==> src/rtl/adc_scan_sched_if.sv <==
// ADC-side bundle of the scan sequencer: chip/channel selects, conversion request and sample return.
interface adc_scan_sched_if;
    logic        cs0;
    logic        cs1;
    logic [2:0]  ch_sel;
    logic        conv_start;
    logic [12:0] adc_data;
    logic        adc_valid;

    modport master (output cs0, cs1, ch_sel, conv_start, input adc_data, adc_valid);
    modport slave  (input cs0, cs1, ch_sel, conv_start, output adc_data, adc_valid);
endinterface

==> src/rtl/adc_scan_sched.sv <==
// Round-robin X/Y/Z scan of the accelerometer ADC pair with per-axis oversampled averaging.
//
// state | meaning
// IDLE  | chip selects released, waiting for ena
// SEL   | axis selected, settling for SETTLE cycles
// CONV  | one-cycle conversion request
// WAIT  | waiting for adc_valid, bounded by TIMEOUT
// STORE | publish averaged result and new_flag
// GAP   | one deselected cycle, advance axis, resample ena
module adc_scan_sched #(
    parameter int SETTLE   = 4,
    parameter int OSR_LOG2 = 3,
    parameter int TIMEOUT  = 255
) (
    input  logic             clk_i,
    input  logic             rst_ni,
    adc_scan_sched_if.master adc,
    input  logic             ena_i,
    input  logic [2:0]       clr_new_i,
    input  logic             clr_err_i,
    output logic [12:0]      x_data_o,
    output logic [12:0]      y_data_o,
    output logic [12:0]      z_data_o,
    output logic [2:0]       new_flag_o,
    output logic             err_o,
    output logic             frame_done_o,
    output logic             busy_o
);
    localparam logic [2:0] S_IDLE  = 3'd0;
    localparam logic [2:0] S_SEL   = 3'd1;
    localparam logic [2:0] S_CONV  = 3'd2;
    localparam logic [2:0] S_WAIT  = 3'd3;
    localparam logic [2:0] S_STORE = 3'd4;
    localparam logic [2:0] S_GAP   = 3'd5;

    localparam logic [1:0] AX_X = 2'd0;
    localparam logic [1:0] AX_Y = 2'd1;
    localparam logic [1:0] AX_Z = 2'd2;

    localparam int AW = 13 + OSR_LOG2;
    localparam int CW = OSR_LOG2 + 1;
    localparam logic [7:0]    SETTLE_LD = 8'(SETTLE - 1);
    localparam logic [7:0]    TMO_LD    = 8'(TIMEOUT - 1);
    localparam logic [CW-1:0] CNT_LD    = CW'((1 << OSR_LOG2) - 1);

    logic [2:0]    state_q, state_d;
    logic [1:0]    axis_q, axis_d;
    logic [7:0]    settle_q, settle_d;
    logic [7:0]    tmo_q, tmo_d;
    logic [CW-1:0] cnt_q, cnt_d;
    logic [AW-1:0] acc_q, acc_d;
    logic [12:0]   x_q, x_d, y_q, y_d, z_q, z_d;
    logic [2:0]    nf_q, nf_d;
    logic          err_q, err_d;
    logic          store_en;
    logic          tmo_hit;
    logic          active;
    logic [12:0]   avg;
    logic [2:0]    nf_set;

    assign avg = 13'(acc_q >> OSR_LOG2);

    // Timers are down-counters loaded with (length - 1); terminal count is zero.
    always_comb begin
        state_d  = state_q;
        axis_d   = axis_q;
        settle_d = settle_q;
        tmo_d    = tmo_q;
        cnt_d    = cnt_q;
        acc_d    = acc_q;
        store_en = 1'b0;
        tmo_hit  = 1'b0;
        case (state_q)
            S_IDLE: begin
                acc_d = '0;
                cnt_d = CNT_LD;
                if (ena_i) begin
                    state_d  = S_SEL;
                    axis_d   = AX_X;
                    settle_d = SETTLE_LD;
                end
            end
            S_SEL: begin
                if (settle_q == 8'd0) state_d = S_CONV;
                else                  settle_d = settle_q - 8'd1;
            end
            S_CONV: begin
                tmo_d   = TMO_LD;
                state_d = S_WAIT;
            end
            S_WAIT: begin
                // A sample arriving on the timeout cycle is still accepted.
                if (adc.adc_valid) begin
                    acc_d = acc_q + AW'(adc.adc_data);
                    if (cnt_q == '0) begin
                        state_d = S_STORE;
                    end else begin
                        cnt_d   = cnt_q - 1'b1;
                        state_d = S_CONV;
                    end
                end else if (tmo_q == 8'd0) begin
                    tmo_hit = 1'b1;
                    state_d = S_GAP;
                end else begin
                    tmo_d = tmo_q - 8'd1;
                end
            end
            S_STORE: begin
                store_en = 1'b1;
                state_d  = S_GAP;
            end
            S_GAP: begin
                acc_d    = '0;
                cnt_d    = CNT_LD;
                axis_d   = (axis_q == AX_Z) ? AX_X : axis_q + 2'd1;
                settle_d = SETTLE_LD;
                state_d  = ena_i ? S_SEL : S_IDLE;
            end
            default: state_d = S_IDLE;
        endcase
    end

    always_comb begin
        x_d    = x_q;
        y_d    = y_q;
        z_d    = z_q;
        nf_set = 3'b000;
        if (store_en) begin
            nf_set = 3'b001 << axis_q;
            case (axis_q)
                AX_X:    x_d = avg;
                AX_Y:    y_d = avg;
                default: z_d = avg;
            endcase
        end
        nf_d  = (nf_q & ~clr_new_i) | nf_set;
        err_d = (err_q & ~clr_err_i) | tmo_hit;
    end

    always_ff @(posedge clk_i or negedge rst_ni) begin
        if (!rst_ni) begin
            state_q  <= S_IDLE;
            axis_q   <= AX_X;
            settle_q <= 8'd0;
            tmo_q    <= 8'd0;
            cnt_q    <= '0;
            acc_q    <= '0;
            x_q      <= 13'd0;
            y_q      <= 13'd0;
            z_q      <= 13'd0;
            nf_q     <= 3'b000;
            err_q    <= 1'b0;
        end else begin
            state_q  <= state_d;
            axis_q   <= axis_d;
            settle_q <= settle_d;
            tmo_q    <= tmo_d;
            cnt_q    <= cnt_d;
            acc_q    <= acc_d;
            x_q      <= x_d;
            y_q      <= y_d;
            z_q      <= z_d;
            nf_q     <= nf_d;
            err_q    <= err_d;
        end
    end

    assign active = (state_q == S_SEL) || (state_q == S_CONV) ||
                    (state_q == S_WAIT) || (state_q == S_STORE);

    assign adc.cs0        = ~(active && (axis_q != AX_Z));
    assign adc.cs1        = ~(active && (axis_q == AX_Z));
    assign adc.ch_sel     = (active && (axis_q == AX_Y)) ? 3'd1 : 3'd0;
    assign adc.conv_start = (state_q == S_CONV);

    assign x_data_o     = x_q;
    assign y_data_o     = y_q;
    assign z_data_o     = z_q;
    assign new_flag_o   = nf_q;
    assign err_o        = err_q;
    assign frame_done_o = (state_q == S_GAP) && (axis_q == AX_Z);
    assign busy_o       = (state_q != S_IDLE);
endmodule

==> src/flat_wrapper.sv <==
// flat-port wrapper written by rule: the top's interface ports become plain ports
module adc_scan_sched_flat 
#(
    parameter int SETTLE   = 4,
    parameter int OSR_LOG2 = 3,
    parameter int TIMEOUT  = 255
)
  (clk_i, rst_ni, ena_i, clr_new_i, clr_err_i, x_data_o, y_data_o, z_data_o, new_flag_o, err_o, frame_done_o, busy_o, adc_cs0, adc_cs1, adc_ch_sel, adc_conv_start, adc_adc_data, adc_adc_valid);
  adc_scan_sched_if adc_i ();
  input  logic clk_i;
  input  logic rst_ni;
  input  logic ena_i;
  input  logic [2:0] clr_new_i;
  input  logic clr_err_i;
  output logic [12:0] x_data_o;
  output logic [12:0] y_data_o;
  output logic [12:0] z_data_o;
  output logic [2:0] new_flag_o;
  output logic err_o;
  output logic frame_done_o;
  output logic busy_o;
  output wire logic [$bits(adc_i.cs0)-1:0] adc_cs0;
  output wire logic [$bits(adc_i.cs1)-1:0] adc_cs1;
  output wire logic [$bits(adc_i.ch_sel)-1:0] adc_ch_sel;
  output wire logic [$bits(adc_i.conv_start)-1:0] adc_conv_start;
  input wire logic [$bits(adc_i.adc_data)-1:0] adc_adc_data;
  input wire logic [$bits(adc_i.adc_valid)-1:0] adc_adc_valid;
  assign adc_cs0 = adc_i.cs0;
  assign adc_cs1 = adc_i.cs1;
  assign adc_ch_sel = adc_i.ch_sel;
  assign adc_conv_start = adc_i.conv_start;
  assign adc_i.adc_data = adc_adc_data;
  assign adc_i.adc_valid = adc_adc_valid;
  adc_scan_sched #(.SETTLE(SETTLE), .OSR_LOG2(OSR_LOG2), .TIMEOUT(TIMEOUT)) u_core (.clk_i(clk_i), .rst_ni(rst_ni), .adc(adc_i), .ena_i(ena_i), .clr_new_i(clr_new_i), .clr_err_i(clr_err_i), .x_data_o(x_data_o), .y_data_o(y_data_o), .z_data_o(z_data_o), .new_flag_o(new_flag_o), .err_o(err_o), .frame_done_o(frame_done_o), .busy_o(busy_o));
endmodule
==> config.mk <==
export PLATFORM = sky130hd
export DESIGN_NAME = adc_scan_sched_flat
export DESIGN_NICKNAME = d
export VERILOG_FILES = /design/src/rtl/adc_scan_sched_if.sv /design/src/rtl/adc_scan_sched.sv /design/src/flat_wrapper.sv
export SDC_FILE = /design/constraint.sdc
export NUM_CORES = 1
export LEC_CHECK = 0
export BUFFER_PORTS_ARGS = -buffer_cell sky130_fd_sc_hd__buf_2
export CORE_ASPECT_RATIO = 1.1
export CORE_UTILIZATION = 26
export CTS_CLUSTER_DIAMETER = 60
export CTS_CLUSTER_SIZE = 12
export DETAILED_ROUTE_END_ITERATION = 10
export SYNTH_ARGS = -nofsm -noshare
export SYNTH_HDL_FRONTEND = slang
export SYNTH_SLANG_ARGS = --single-unit
==> constraint.sdc <==
create_clock -name clk_i -period 2.94 [get_ports clk_i]
set_clock_uncertainty 0.1 [all_clocks]
set_input_delay 0.147 -clock clk_i [delete_from_list [all_inputs] [get_ports clk_i]]
set_output_delay 0.147 -clock clk_i [all_outputs]
set_load 0.02 [all_outputs]
Word-level counts from Yosys, hierarchy flattened
Cells that the tools add are included.
W data, S select, Z words.

word-level totals
  register bits after elaboration = 84
  bits of input ports = 21
  output and inout bits = 51

cells by class
  $add $sub $neg = 5
  equality and inequality tests = 16
  shift-type cells = 1
  muxes and demuxes = 27
  bitwise logic cells = 9
  reductions and logical operators = 28

operator list
  kind                   count
  $mux W8                4
  $pmux W16 S2           1
  $pmux W8 S3            1
  $mux W3                6
  $pmux W3 S6            1
  $add A16 B13 Y16       1
  $logic_not A8 Y1       2
  $mux W16               1
  $pmux W8 S2            1
  $sub A8 B1 Y8 const B  2
  $ne A2 B2 Y1 const B   7
  $reduce_and A3 Y1      4
  $reduce_and A2 Y1      5
  $mux W4                2
  $pmux W4 S2            1
  $eq A3 B2 Y1 const B   2
  $eq A3 B3 Y1 const B   2
  $mux W1                6
  $reduce_bool A2 Y1     3
  $reduce_bool A3 Y1     2
  $logic_and A1 B1 Y1    4
  $logic_not A4 Y1       1
  $mux W2                2
  $not A1 Y1             4
  18 further kinds       21

Longest topological paths before layout
Gate-level depths: netlist (run 1).

  depth after elaboration = 6
  mapped depth = 9
  mapped depth without buffers = 9

Least setup slack after synthesis (run 1)
Ideal clock, no wire load.

  path type = register to register
  start = reg u_core.acc_q[0]
  end = reg u_core.acc_q[12]
  library setup time = 95 ps
  arrival time = 1925 ps
  data required time = 2745 ps
  setup slack = 820 ps
  cell stages (with the launch flop) = 10
  path buffers = 0
  cells stage by stage = dfrtp_1 -> ha_1 -> inv_1 -> fa_1 -> nand2b_1 -> a21oi_1 -> o211ai_1 -> a21boi_0 -> nor3_1 -> o31ai_1

on the way
  cells in the longest elaborated chain, start to end = 3

RTL lines
  what                    RTL line               source
  start, declared         adc_scan_sched.sv:51   logic [AW-1:0] acc_q, acc_d;
  start signal, assigned  adc_scan_sched.sv:147  acc_q <= '0;
  start signal, assigned  adc_scan_sched.sv:159  acc_q <= acc_d;
  $add A16 B13 Y16        adc_scan_sched.sv:94   acc_d = acc_q + AW'(adc.adc_data);
  $mux W16                adc_scan_sched.sv:93   if (adc.adc_valid) begin
  $pmux W16 S2            adc_scan_sched.sv:73   case (state_q)

Every way passes these cells. The select of a mux whose other input is x is not followed.
A chain may end at the register's enable or synchronous reset.

Worst setup path in the final report (run 1)
Ends and elaborated chain as after synthesis.

==> results of run 1 <==
-- critical path: stages (launching register included) --
cell and delay (ns):
dfrtp_1 0.35, ha_1 0.18, inv_1 0.06, fa_1 0.37, nand2b_1 0.18, a21oi_1 0.31, o211ai_1 0.15, a21boi_0 0.27
nor3_1 0.08, o31ai_1 0.24
-- placed cells by master (no fill, tap or decap), types with 9 or more instances in the layout --
cell type,count
mux2_2,39
inv_1,19
o21ai_0,25
clkbuf_16,9
nor2_1,28
a21oi_1,21
ha_1,18
nand2_1,36
buf_2,68
xnor2_1,15
nand3_1,16
dfrtp_1,84
-- registers in the layout, summed over array words and instances (netlist names) --
| name | flops |
|---|---|
| u_core.x_data_o | 13 |
| u_core.axis_q | 2 |
| u_core.y_data_o | 13 |
| u_core.err_o | 1 |
| u_core.settle_q | 8 |
| u_core.state_q | 3 |
| u_core.acc_q | 16 |
| u_core.tmo_q | 8 |
| u_core.new_flag_o | 3 |
| u_core.z_data_o | 13 |
| u_core.cnt_q | 4 |
-- metal layers --
metal / routed length (um) / share of wire / vias to the layer above / GRT usage
met5: 0 / 0 / - / 0
met4: 86 / 0.0084 / 0 / 0.03297
met3: 591 / 0.058 / 7 / 0.03395
met2: 5046 / 0.49 / 69 / 0.2099
met1: 4495 / 0.44 / 1599 / 0.1607
li1: - / - / 1647 / -
-- metrics by stage --
step | utilization | hold WS, ns | setup WS, ns | cells
global route | 0.3231 | 0.07370 | 0.3722 | 711
floorplan | - | -0.2486 | 0.8196 | 428
global placement | 0.3016 | 0.1515 | 0.6413 | 690
finish | 0.3231 | 0.05896 | 0.5455 | 711
CTS | 0.3231 | 0.04743 | 0.5607 | 711
detailed placement | 0.3016 | 0.1602 | 0.5724 | 690
-- cell families after synthesis --
logic type	Yosys count	share of synthesized area
simple gates	134	0.1536
compound gates	88	0.1272
flops	84	0.4769
mux	40	0.1019
buf+inv	38	0.03832
xor+xnor	23	0.04570
fa+ha+maj	19	0.05564
other cells	1	0.0008507
-- timing repair --
| action | 4_1_cts | 5_1_grt |
|---|---|---|
| hold buffers | 5 | 0 |
| endpoints found under the hold margin | 59 | 0 |
| buffers inserted | 0 | 0 |
| gates resized for setup | 0 | 0 |
-- path summary, 6_finish.rpt --
| path | endpoint | slack, ns | cells past startpoint |
|---|---|---|---|
| setup / recovery | u_core.acc_q[12]$_DFFE_PN0P_ | 0.55 | 9 |
| hold reg to reg | u_core.x_data_o[7]$_DFFE_PN0P_ | 0.40 | 1 |
| max in group asynchronous | u_core.settle_q[7]$_DFFE_PN0P_ | 1.71 | 3 |
| min in group asynchronous | u_core.tmo_q[5]$_DFFE_PN0P_ | 0.33 | 2 |
| hold / removal | u_core.acc_q[0]$_DFFE_PN0P_ | 0.06 | 4 |
| setup reg to reg | u_core.acc_q[12]$_DFFE_PN0P_ | 0.55 | 9 |
-- power by group through the flow --
stage | Clock, W | Combinational, W | Sequential, W
global placement | 0 | 0.00208 | 0.00187
finish | 0.00115 | 0.00213 | 0.00187
floorplan | 0 | 0.00140 | 0.00200
CTS | 0.00120 | 0.00214 | 0.00187
detailed placement | 0 | 0.00212 | 0.00189
global route | 0.00124 | 0.00239 | 0.00194
-- area by class of cell --
cell class	instances	area, um^2	area share
Multi-Input combinational cell	306	2141	0.4017
Sequential cell	84	2102	0.3945
Timing Repair Buffer	81	450.4	0.08453
Clock buffer	13	260.3	0.04884
Tap cell	204	255.2	0.04790
Inverter	20	75.07	0.01409
Clock inverter	3	45.04	0.008453
==> summary.txt, run 1 <==
Outcome
  • Run status: completed

Synth
  • Avg Cell Area, Syn: 10.32 um^2
  • Main synth FF type: dfrtp_1
  • EDFF count, synth: 0
  • Most frequent cells after synthesis: dfrtp_1, mux2_2, nand2_1, nor2_1, o21ai_0
  • Top-count cell post-synth: dfrtp_1
  • Ys Warns: 0
  • Sequential area share after synthesis: 0.4769
  • Yosys top cell by area: dfrtp_1
  • Synth top area cells: dfrtp_1, mux2_2, ha_1
  • Synthesized cell area: 4408 um^2
  • Yosys top cell area share: 0.4769
  • FFs w/ async S/R, synth: 1.000
  • Cells after Synth: 427
  • Flop and latch count out of synthesis: 84
  • Synth cell types: 52

Pwr
  • LEAKAGE: 2.579 nW
  • Total design power: 0.005153 W
  • PwrDens: 967.0 nW/um^2
  • Internal Power: 0.003103 W
  • Sw Share: 0.3979
  • Clk pwr share: 0.224
  • Peak supply drop: 0.3453 mV
  • Reg power frac: 0.363
  • Combinational power share: 0.413
  • Sw power: 0.002050 W

Place
  • Final Wtd Congestion: 0.8340
  • Post-DP Area: 4974 um^2
  • IO Port Bufs: 69
  • HPWL Detailed: 7474 um

Drt
  • Routed Antenna Nets: 0
  • Average wire per standard cell: 14.37 um
  • Via Count: 3322
  • DRT iter0 DRCs: 213
  • Final wirelength: 10220 um
  • Vias per cell: 4.672
  • DR pass1 iterations: 4
  • DRC: 0

Job
  • MaxCap Viol Count: 0

Min path
  • Hold path start: adc_adc_data[0]
  • Worst Hold Class: in2reg

Clocking
  • Clock latency on the worst-skew pair: 0.34 ns
  • Clock transition at the registers of the reported paths: 0.07 ns
  • CTS tree: built
  • CTS buffer count: 9
  • H-tree levels: 3
  • Clock root buffer: clkbuf_16
  • CTS sink count: 84
  • CTS Buffer Depth: 2

STA
  • Rel. slew slack: 0.4235
  • Max-slew violations: 0
  • Final Cycle Share: 0.8144
  • Fmax: 417.6 MHz
  • Fin. Hold Viols: 0
  • Setup TNS: 0 ns
  • RSZ-0062 raised after global routing: false
  • Worst Max-Slew Pin Slew: 0.8647 ns
  • Tmin final: 2.394 ns
  • Final setup fails: 0

Die
  • Die area: 17480 um^2
  • Die Ht: 138.6 um
  • Core Box Area: 16490 um^2
  • Cell Rows: 49
  • Io pins: 72
  • Initial core utilization: 0.2673
  • Die width: 126.1 um

GRT
  • Total global-route track usage: 0.1259
  • Initial antenna violation count: 0
  • First-pass GRT wire length: 17440 um
  • Largest net degree at the start of global routing: 58
  • Total gr overflow: 0
  • Vias in the first global route: 3445

Worst setup path
  • Crit. Startpoint: u_core.acc_q[0]$_DFFE_PN0P_
  • Highest fanout seen on the critical path: 5
  • Critical path arrival: 2.53 ns
  • Startpoint types: flop
  • Setup CP Type: reg2reg
  • Reg2reg start: u_core.acc_q[0]$_DFFE_PN0P_
  • Worst path required time: 3.08 ns
  • CP endpoint kind: flop

Final layout
  • Layout cell share with drive strength beyond 1: 0.2682
  • Filler cell count: 1672
  • Diode count: 0
  • Fin nets: 542
  • Area delta synth->final: 20.89%
  • Post-route cell area: 5329 um^2
(Power assumes the default switching activity.)
==> inputs of run 2 (changes only) <==
==> constraint.sdc (replaced) <==
create_clock -name clk_i -period 2.25 [get_ports clk_i]
set_clock_uncertainty 0.1 [all_clocks]
set_input_delay 0.1125 -clock clk_i [delete_from_list [all_inputs] [get_ports clk_i]]
set_output_delay 0.1125 -clock clk_i [all_outputs]
set_load 0.02 [all_outputs]
==> summary.txt, run 2 (synthesis results as in run 1) <==
Outcome
  • Run status: completed (unchanged)

Drt
  • DR pass1 iterations: 4 (unchanged)
  • Average wire per standard cell: 14.78 um (was 14.37 um)
  • DRC: 0 (unchanged)
  • Routed Antenna Nets: 0 (unchanged)
  • Final wirelength: 10740 um (was 10220 um)
  • DRT iter0 DRCs: 166 (was 213)
  • Via Count: 3490 (was 3322)
  • Vias per cell: 4.801 (was 4.672)

Worst setup path
  • CP endpoint kind: flop (unchanged)
  • Critical path's largest stage delay: 0.39 ns (was 0.37 ns)
  • Critical path arrival: 2.28 ns (was 2.53 ns)
  • Crit-path cells: ha_2, inv_2, fa_2, nand2b_4, a21oi_2, buf_4, or3_4, a21oi_2, xor2_1, o21ai_1 (was ha_1, inv_1, fa_1, nand2b_1, a21oi_1, o211ai_1, a21boi_0, nor3_1, o31ai_1)
  • Most numerous cell on the critical path: a21oi_2
  • Highest fanout seen on the critical path: 4 (was 5)
  • Setup CP Type: reg2reg (unchanged)
  • Worst path required time: 2.37 ns (was 3.08 ns)
  • Startpoint types: flop (unchanged)
  • Critical path buffers and inverters: 2 (was 1)
  • Slowest CP cell: or3_4 (was fa_1)
  • Delay-heaviest family, CP: simple AND/OR/NAND/NOR gates (was compound AO/OA/AOI/OAI gates)

Die
  • Core Box Area: 16490 um^2 (unchanged)
  • Initial core utilization: 0.2673 (unchanged)
  • Die width: 126.1 um (unchanged)
  • Io pins: 72 (unchanged)
  • Die Ht: 138.6 um (unchanged)
  • Cell Rows: 49 (unchanged)
  • Die area: 17480 um^2 (unchanged)

GRT
  • Largest net degree at the start of global routing: 48 (was 58)
  • Vias in the first global route: 3623 (was 3445)
  • Total gr overflow: 0 (unchanged)
  • Total global-route track usage: 0.1318 (was 0.1259)
  • First-pass GRT wire length: 18130 um (was 17440 um)
  • Initial antenna violation count: 0 (unchanged)

STA
  • Tmin final: 2.152 ns (was 2.394 ns)
  • Rel. slew slack: 0.6484 (was 0.4235)
  • Setup TNS: 0 ns (unchanged)
  • Fin. Hold Viols: 0 (unchanged)
  • Max-slew violations: 0 (unchanged)
  • Final setup fails: 0 (unchanged)
  • Hold Slack: 0.04745 ns (was 0.05896 ns)
  • Final Cycle Share: 0.9565 (was 0.8144)
  • Fmax: 464.7 MHz (was 417.6 MHz)
  • Worst Max-Slew Pin Slew: 0.5274 ns (was 0.8647 ns)

Final layout
  • Most frequent cells in the layout: dfrtp_1, buf_2, mux2_2, nand2_1, nor2_1 (unchanged)
  • Filler cell count: 1691 (was 1672)
  • Diode count: 0 (unchanged)
  • Layout cell share with drive strength beyond 1: 0.3078 (was 0.2682)
  • Reg with most FFs: u_core.acc_q (unchanged)
  • Fin nets: 558 (was 542)
  • Largest register FFs: 16 (unchanged)
  • Util after Layout: 0.3324 (was 0.3231)
  • Area delta synth->final: 24.38% (was 20.89%)
  • Leading cell type in the layout, fill and taps excluded: dfrtp_1 (unchanged)

Clocking
  • Clock latency on the worst-skew pair: 0.34 ns (about the same)
  • CTS tree: built (unchanged)
  • CTS Buffer Depth: 2 (unchanged)
  • CTS buffer count: 9 (unchanged)
  • Clock root buffer: clkbuf_16 (unchanged)
  • CTS sink count: 84 (unchanged)
  • H-tree levels: 3 (unchanged)
  • Clock transition at the registers of the reported paths: 0.06 ns (was 0.07 ns)

Min path
  • Worst Hold Class: in2reg (unchanged)

Place
  • Final Wtd Congestion: 0.8950 (was 0.8340)
  • HPWL Detailed: 7732 um (was 7474 um)
  • IO Port Bufs: 69 (unchanged)

Pwr
  • PwrDens: 1258 nW/um^2 (was 967.0 nW/um^2)
  • LEAKAGE: 2.664 nW (was 2.579 nW)
  • Peak supply drop: 0.4863 mV (was 0.3453 mV)

Job
  • MaxCap Viol Count: 0 (unchanged)
[run 2: changes by cell type in the layout (fill, tap and decap cells not counted), sizes merged]
cell	previous run	this run
dlygate4sd3	5	6
buf	76	91
clkinv	1	2
bufinv	1	0
[run 2: worst paths after layout]
| path | start | end | slack [ns] | cells after the start |
|---|---|---|---|---|
| worst min-delay path | ena_i | u_core.state_q[0]$_DFFE_PN0P_ | 0.05 | 3 |
| worst min register to register | u_core.z_data_o[6]$_DFFE_PN0P_ | u_core.z_data_o[6]$_DFFE_PN0P_ | 0.40 | 1 |
| min in group asynchronous | rst_ni | u_core.tmo_q[6]$_DFFE_PN0P_ | 0.20 | 2 |
| worst max-delay path | u_core.acc_q[0]$_DFFE_PN0P_ | u_core.acc_q[10]$_DFFE_PN0P_ | 0.1 | 10 |
| worst max register to register | u_core.acc_q[0]$_DFFE_PN0P_ | u_core.acc_q[10]$_DFFE_PN0P_ | 0.1 | 10 |
| max in group asynchronous | rst_ni | u_core.state_q[1]$_DFFE_PN0P_ | 1.24 | 3 |
[run 2: layout make-up]
class	instances	area [um^2]	area share
clock buffer	13	270.3	0.04929
clock inverter	3	20.02	0.003651
sequential	84	2102	0.3834
multi-input combinational	306	2175	0.3966
tap	204	255.2	0.04655
inverter	20	75.07	0.01369
timing repair buffer	97	585.6	0.1068
[run 2: layer usage]
layer	part of all wire	vias to the layer above	GRT usage
met5	0	-	0
met3	0.039	17	0.03202
met1	0.44	1718	0.1588
li1	-	1689	-
met2	0.50	66	0.2230
met4	0.020	0	0.05707
[run 2: power by group]
part           switching, W  leakage [nW]  internal [W]  total, W
combinational       0.00180          1.44       0.00130   0.00310
clock              0.000584         0.138      0.000837   0.00142
sequential         0.000381          1.09       0.00199   0.00237
[run 2: per-stage QoR]
stage	setup WS (ns)	cell area, um^2	total power [W]	instances
after floorplan	0.1296	4412	0.004446	428
after global placement	0.04088	5099	0.005304	705
after detailed placement	0.0001352	5099	0.005418	705
after CTS	0.02042	5449	0.006912	727
after global routing	-0.01588	5483	0.007416	727
final	0.09795	5483	0.006895	727
[run 2: worst register-to-register path, cell delays in order, from the launching register on]
cell	delay, ns
dfrtp_1	0.38
ha_2	0.19
inv_2	0.05
fa_2	0.19
nand2b_4	0.13
a21oi_2	0.07
buf_4	0.14
or3_4	0.39
a21oi_2	0.15
xor2_1	0.15
o21ai_1	0.08
[run 2: repair_timing]
item,4_1_cts,5_1_grt
pin swaps,0,7
hold buffers,6,0
buffers inserted,0,1
hold endpoints to repair,42,0
endpoints found under the setup margin,1,7
gates resized for setup,1,11
==> inputs of run 3 (changes only) <==
--- a/config.mk
+++ b/config.mk
@@ -6,11 +6,14 @@
 export NUM_CORES = 1
 export LEC_CHECK = 0
 export BUFFER_PORTS_ARGS = -buffer_cell sky130_fd_sc_hd__buf_2
+export CELL_PAD_IN_SITES_DETAIL_PLACEMENT = 0
+export CELL_PAD_IN_SITES_GLOBAL_PLACEMENT = 1
 export CORE_ASPECT_RATIO = 1.1
 export CORE_UTILIZATION = 26
 export CTS_CLUSTER_DIAMETER = 60
 export CTS_CLUSTER_SIZE = 12
 export DETAILED_ROUTE_END_ITERATION = 10
+export PLACE_DENSITY_LB_ADDON = 0.1
 export SYNTH_ARGS = -nofsm -noshare
 export SYNTH_HDL_FRONTEND = slang
 export SYNTH_SLANG_ARGS = --single-unit
==> summary.txt, run 3 (synthesis results as in run 1) <==
Worst setup path
  • Critical path arrival: 2.30 ns (was 2.28 ns)
  • Delay-heaviest family, CP: compound AO/OA/AOI/OAI gates (was simple AND/OR/NAND/NOR gates)
  • Slowest CP cell: dfrtp_1 (was or3_4)
  • Critical path's largest stage delay: 0.40 ns (was 0.39 ns)
  • Reg2reg start: u_core.acc_q[1]$_DFFE_PN0P_ (was u_core.acc_q[0]$_DFFE_PN0P_)
  • Critical path buffers and inverters: 1 (was 2)
  • R2R depth: 8 (was 10)
  • Crit-path cells: ha_1, a211oi_2, o21bai_1, buf_4, a21oi_1, o21a_1, xor2_1, o21ai_0 (was ha_2, inv_2, fa_2, nand2b_4, a21oi_2, buf_4, or3_4, a21oi_2, xor2_1, o21ai_1)
  • Worst path required time: 2.38 ns (was 2.37 ns)
  • Highest fanout seen on the critical path: 3 (was 4)
  • Worst R2R End: u_core.acc_q[7]$_DFFE_PN0P_ (was u_core.acc_q[10]$_DFFE_PN0P_)
  • Startpoint types: flop (unchanged)
  • CP endpoint kind: flop (unchanged)
  • Setup CP Type: reg2reg (unchanged)
  • Worst R2R Setup Slack: 0.08 ns (was 0.1 ns)

Drt
  • Average wire per standard cell: 16.04 um (was 14.78 um)
  • Final wirelength: 11840 um (was 10740 um)
  • DRT iter0 DRCs: 153 (was 166)
  • DRC: 0 (unchanged)
  • Vias per cell: 4.768 (was 4.801)
  • DR pass1 iterations: 4 (unchanged)
  • Routed Antenna Nets: 0 (unchanged)
  • Via Count: 3519 (was 3490)

STA
  • Hold Slack: 0.04964 ns (was 0.04745 ns)
  • Fmax: 460.4 MHz (was 464.7 MHz)
  • PnR worst setup slack: 0.07808 ns (was 0.09795 ns)
  • RSZ-0062 raised after global routing: true
  • Fin. Hold Viols: 0 (unchanged)
  • Max-slew violations: 0 (unchanged)
  • Worst Max-Slew Pin Slew: 0.5533 ns (was 0.5274 ns)
  • Final Cycle Share: 0.9653 (was 0.9565)
  • Tmin final: 2.172 ns (was 2.152 ns)
  • Rel. slew slack: 0.6311 (was 0.6484)
  • Final setup fails: 0 (unchanged)
  • Setup TNS: 0 ns (unchanged)

Die
  • Initial core utilization: 0.2673 (unchanged)
  • Cell Rows: 49 (unchanged)
  • Core Box Area: 16490 um^2 (unchanged)
  • Die area: 17480 um^2 (unchanged)
  • Die width: 126.1 um (unchanged)
  • Die Ht: 138.6 um (unchanged)
  • Io pins: 72 (unchanged)

Clocking
  • CTS Buffer Depth: 2 (unchanged)
  • Clock root buffer: clkbuf_16 (unchanged)
  • CTS sink count: 84 (unchanged)
  • CTS buffer count: 9 (unchanged)
  • H-tree levels: 3 (unchanged)
  • Clock transition at the registers of the reported paths: 0.06 ns (about the same)
  • CTS tree: built (unchanged)
  • Clock latency on the worst-skew pair: 0.34 ns (about the same)

Pwr
  • PwrDens: 1306 nW/um^2 (was 1258 nW/um^2)
  • Peak supply drop: 0.4023 mV (was 0.4863 mV)
  • LEAKAGE: 2.752 nW (was 2.664 nW)
  • Total design power: 0.007411 W (was 0.006895 W)

Final layout
  • Fin nets: 569 (was 558)
  • Diode count: 0 (unchanged)
  • Largest register FFs: 16 (unchanged)
  • Layout cell share with drive strength beyond 1: 0.3258 (was 0.3078)
  • Util after Layout: 0.3440 (was 0.3324)
  • Area delta synth->final: 28.70% (was 24.38%)
  • Reg with most FFs: u_core.acc_q (unchanged)
  • Leading cell type in the layout, fill and taps excluded: dfrtp_1 (unchanged)
  • Most frequent cells in the layout: dfrtp_1, buf_2, mux2_2, nand2_1, buf_4 (was dfrtp_1, buf_2, mux2_2, nand2_1, nor2_1)

Place
  • HPWL Detailed: 8518 um (was 7732 um)
  • Pre-CTS setup slack: -0.02853 ns (was 0.0001352 ns)
  • Final Wtd Congestion: 0.7757 (was 0.8950)
  • IO Port Bufs: 69 (unchanged)

Outcome
  • Run status: completed (unchanged)

GRT
  • Total gr overflow: 0 (unchanged)
  • Vias in the first global route: 3681 (was 3623)
  • First-pass GRT wire length: 19400 um (was 18130 um)
  • Largest net degree at the start of global routing: 40 (was 48)
  • Initial antenna violation count: 0 (unchanged)
  • Total global-route track usage: 0.1429 (was 0.1318)

Min path
  • Hold path start: ena_i (unchanged)
  • Worst Hold Class: in2reg (unchanged)
  • Hold EP: u_core.state_q[0]$_DFFE_PN0P_ (unchanged)
  • WHS Path Cells: 3 (unchanged)

Job
  • MaxCap Viol Count: 0 (unchanged)
-- run 3: changes by cell type in the layout (fill, tap and decap cells not counted), moves of 2 or more --
cell / before / now
o21ai_1: 2 / 4
o21ai_0: 23 / 21
buf_4: 22 / 33
ha_4: 0 / 2
clkbuf_8: 3 / 1
bufinv_16: 0 / 3
-- run 3: metrics by stage --
stage               area [um^2]  instances
global placement           5174        715
global route               5673        738
detailed placement         5174        715
CTS                        5588        737
floorplan                  4412        428
finish                     5673        738
-- run 3: layout make-up --
type | instances | area (um^2)
Sequential cell | 84 | 2102
Clock buffer | 10 | 239.0
Clock inverter | 6 | 111.4
Multi-Input combinational cell | 306 | 2222
Fill cell | 1706 | 10820
Tap cell | 204 | 255.2
Inverter | 20 | 75.07
Timing Repair Buffer | 108 | 668.1
-- run 3: timing repair --
item                                    4_1_cts  5_1_grt
pin swaps                                     0        6
endpoints found under the setup margin        2       10
hold buffers                                  6        0
resized for setup                             1       17
endpoints found under the hold margin        43        0
buffers inserted                              0        1
-- run 3: where the power goes --
part           switching [W]  internal (W)  total [W]  leakage (nW)
sequential          0.000396       0.00199    0.00239          1.09
clock               0.000626       0.00112    0.00174         0.169
combinational        0.00188       0.00141    0.00328          1.50
total                0.00290       0.00451    0.00741          2.75
-- run 3: worst max path at each step --
stage | start | endpoint | slack [ns] | cells after the start
after floorplan | u_core.acc_q[0]$_DFFE_PN0P_ | u_core.acc_q[12]$_DFFE_PN0P_ | 0.13 | 9
after global placement | u_core.acc_q[0]$_DFFE_PN0P_ | u_core.acc_q[12]$_DFFE_PN0P_ | 0.004 | 9
after global routing | u_core.acc_q[2]$_DFFE_PN0P_ | u_core.acc_q[9]$_DFFE_PN0P_ | -0.11 | 8
after CTS | u_core.acc_q[1]$_DFFE_PN0P_ | u_core.acc_q[13]$_DFFE_PN0P_ | 0.02 | 8
after detailed placement | u_core.acc_q[0]$_DFFE_PN0P_ | u_core.acc_q[12]$_DFFE_PN0P_ | -0.03 | 9
final | u_core.acc_q[1]$_DFFE_PN0P_ | u_core.acc_q[7]$_DFFE_PN0P_ | 0.08 | 8
-- run 3: tightest hold or removal path, stage by stage --
cell and delay [ns]:
buf_2 0.12, o21bai_1 0.12, a31oi_1 0.09
-- run 3: routing by layer --
layer,wire length (um),global-route usage,share of wire,vias to the layer above
li1,-,-,-,1717
met1,5614,0.1852,0.47,1734
met2,5728,0.2361,0.48,54
met3,330,0.03009,0.028,14
met4,167,0.04819,0.014,0
met5,0,0,0,-
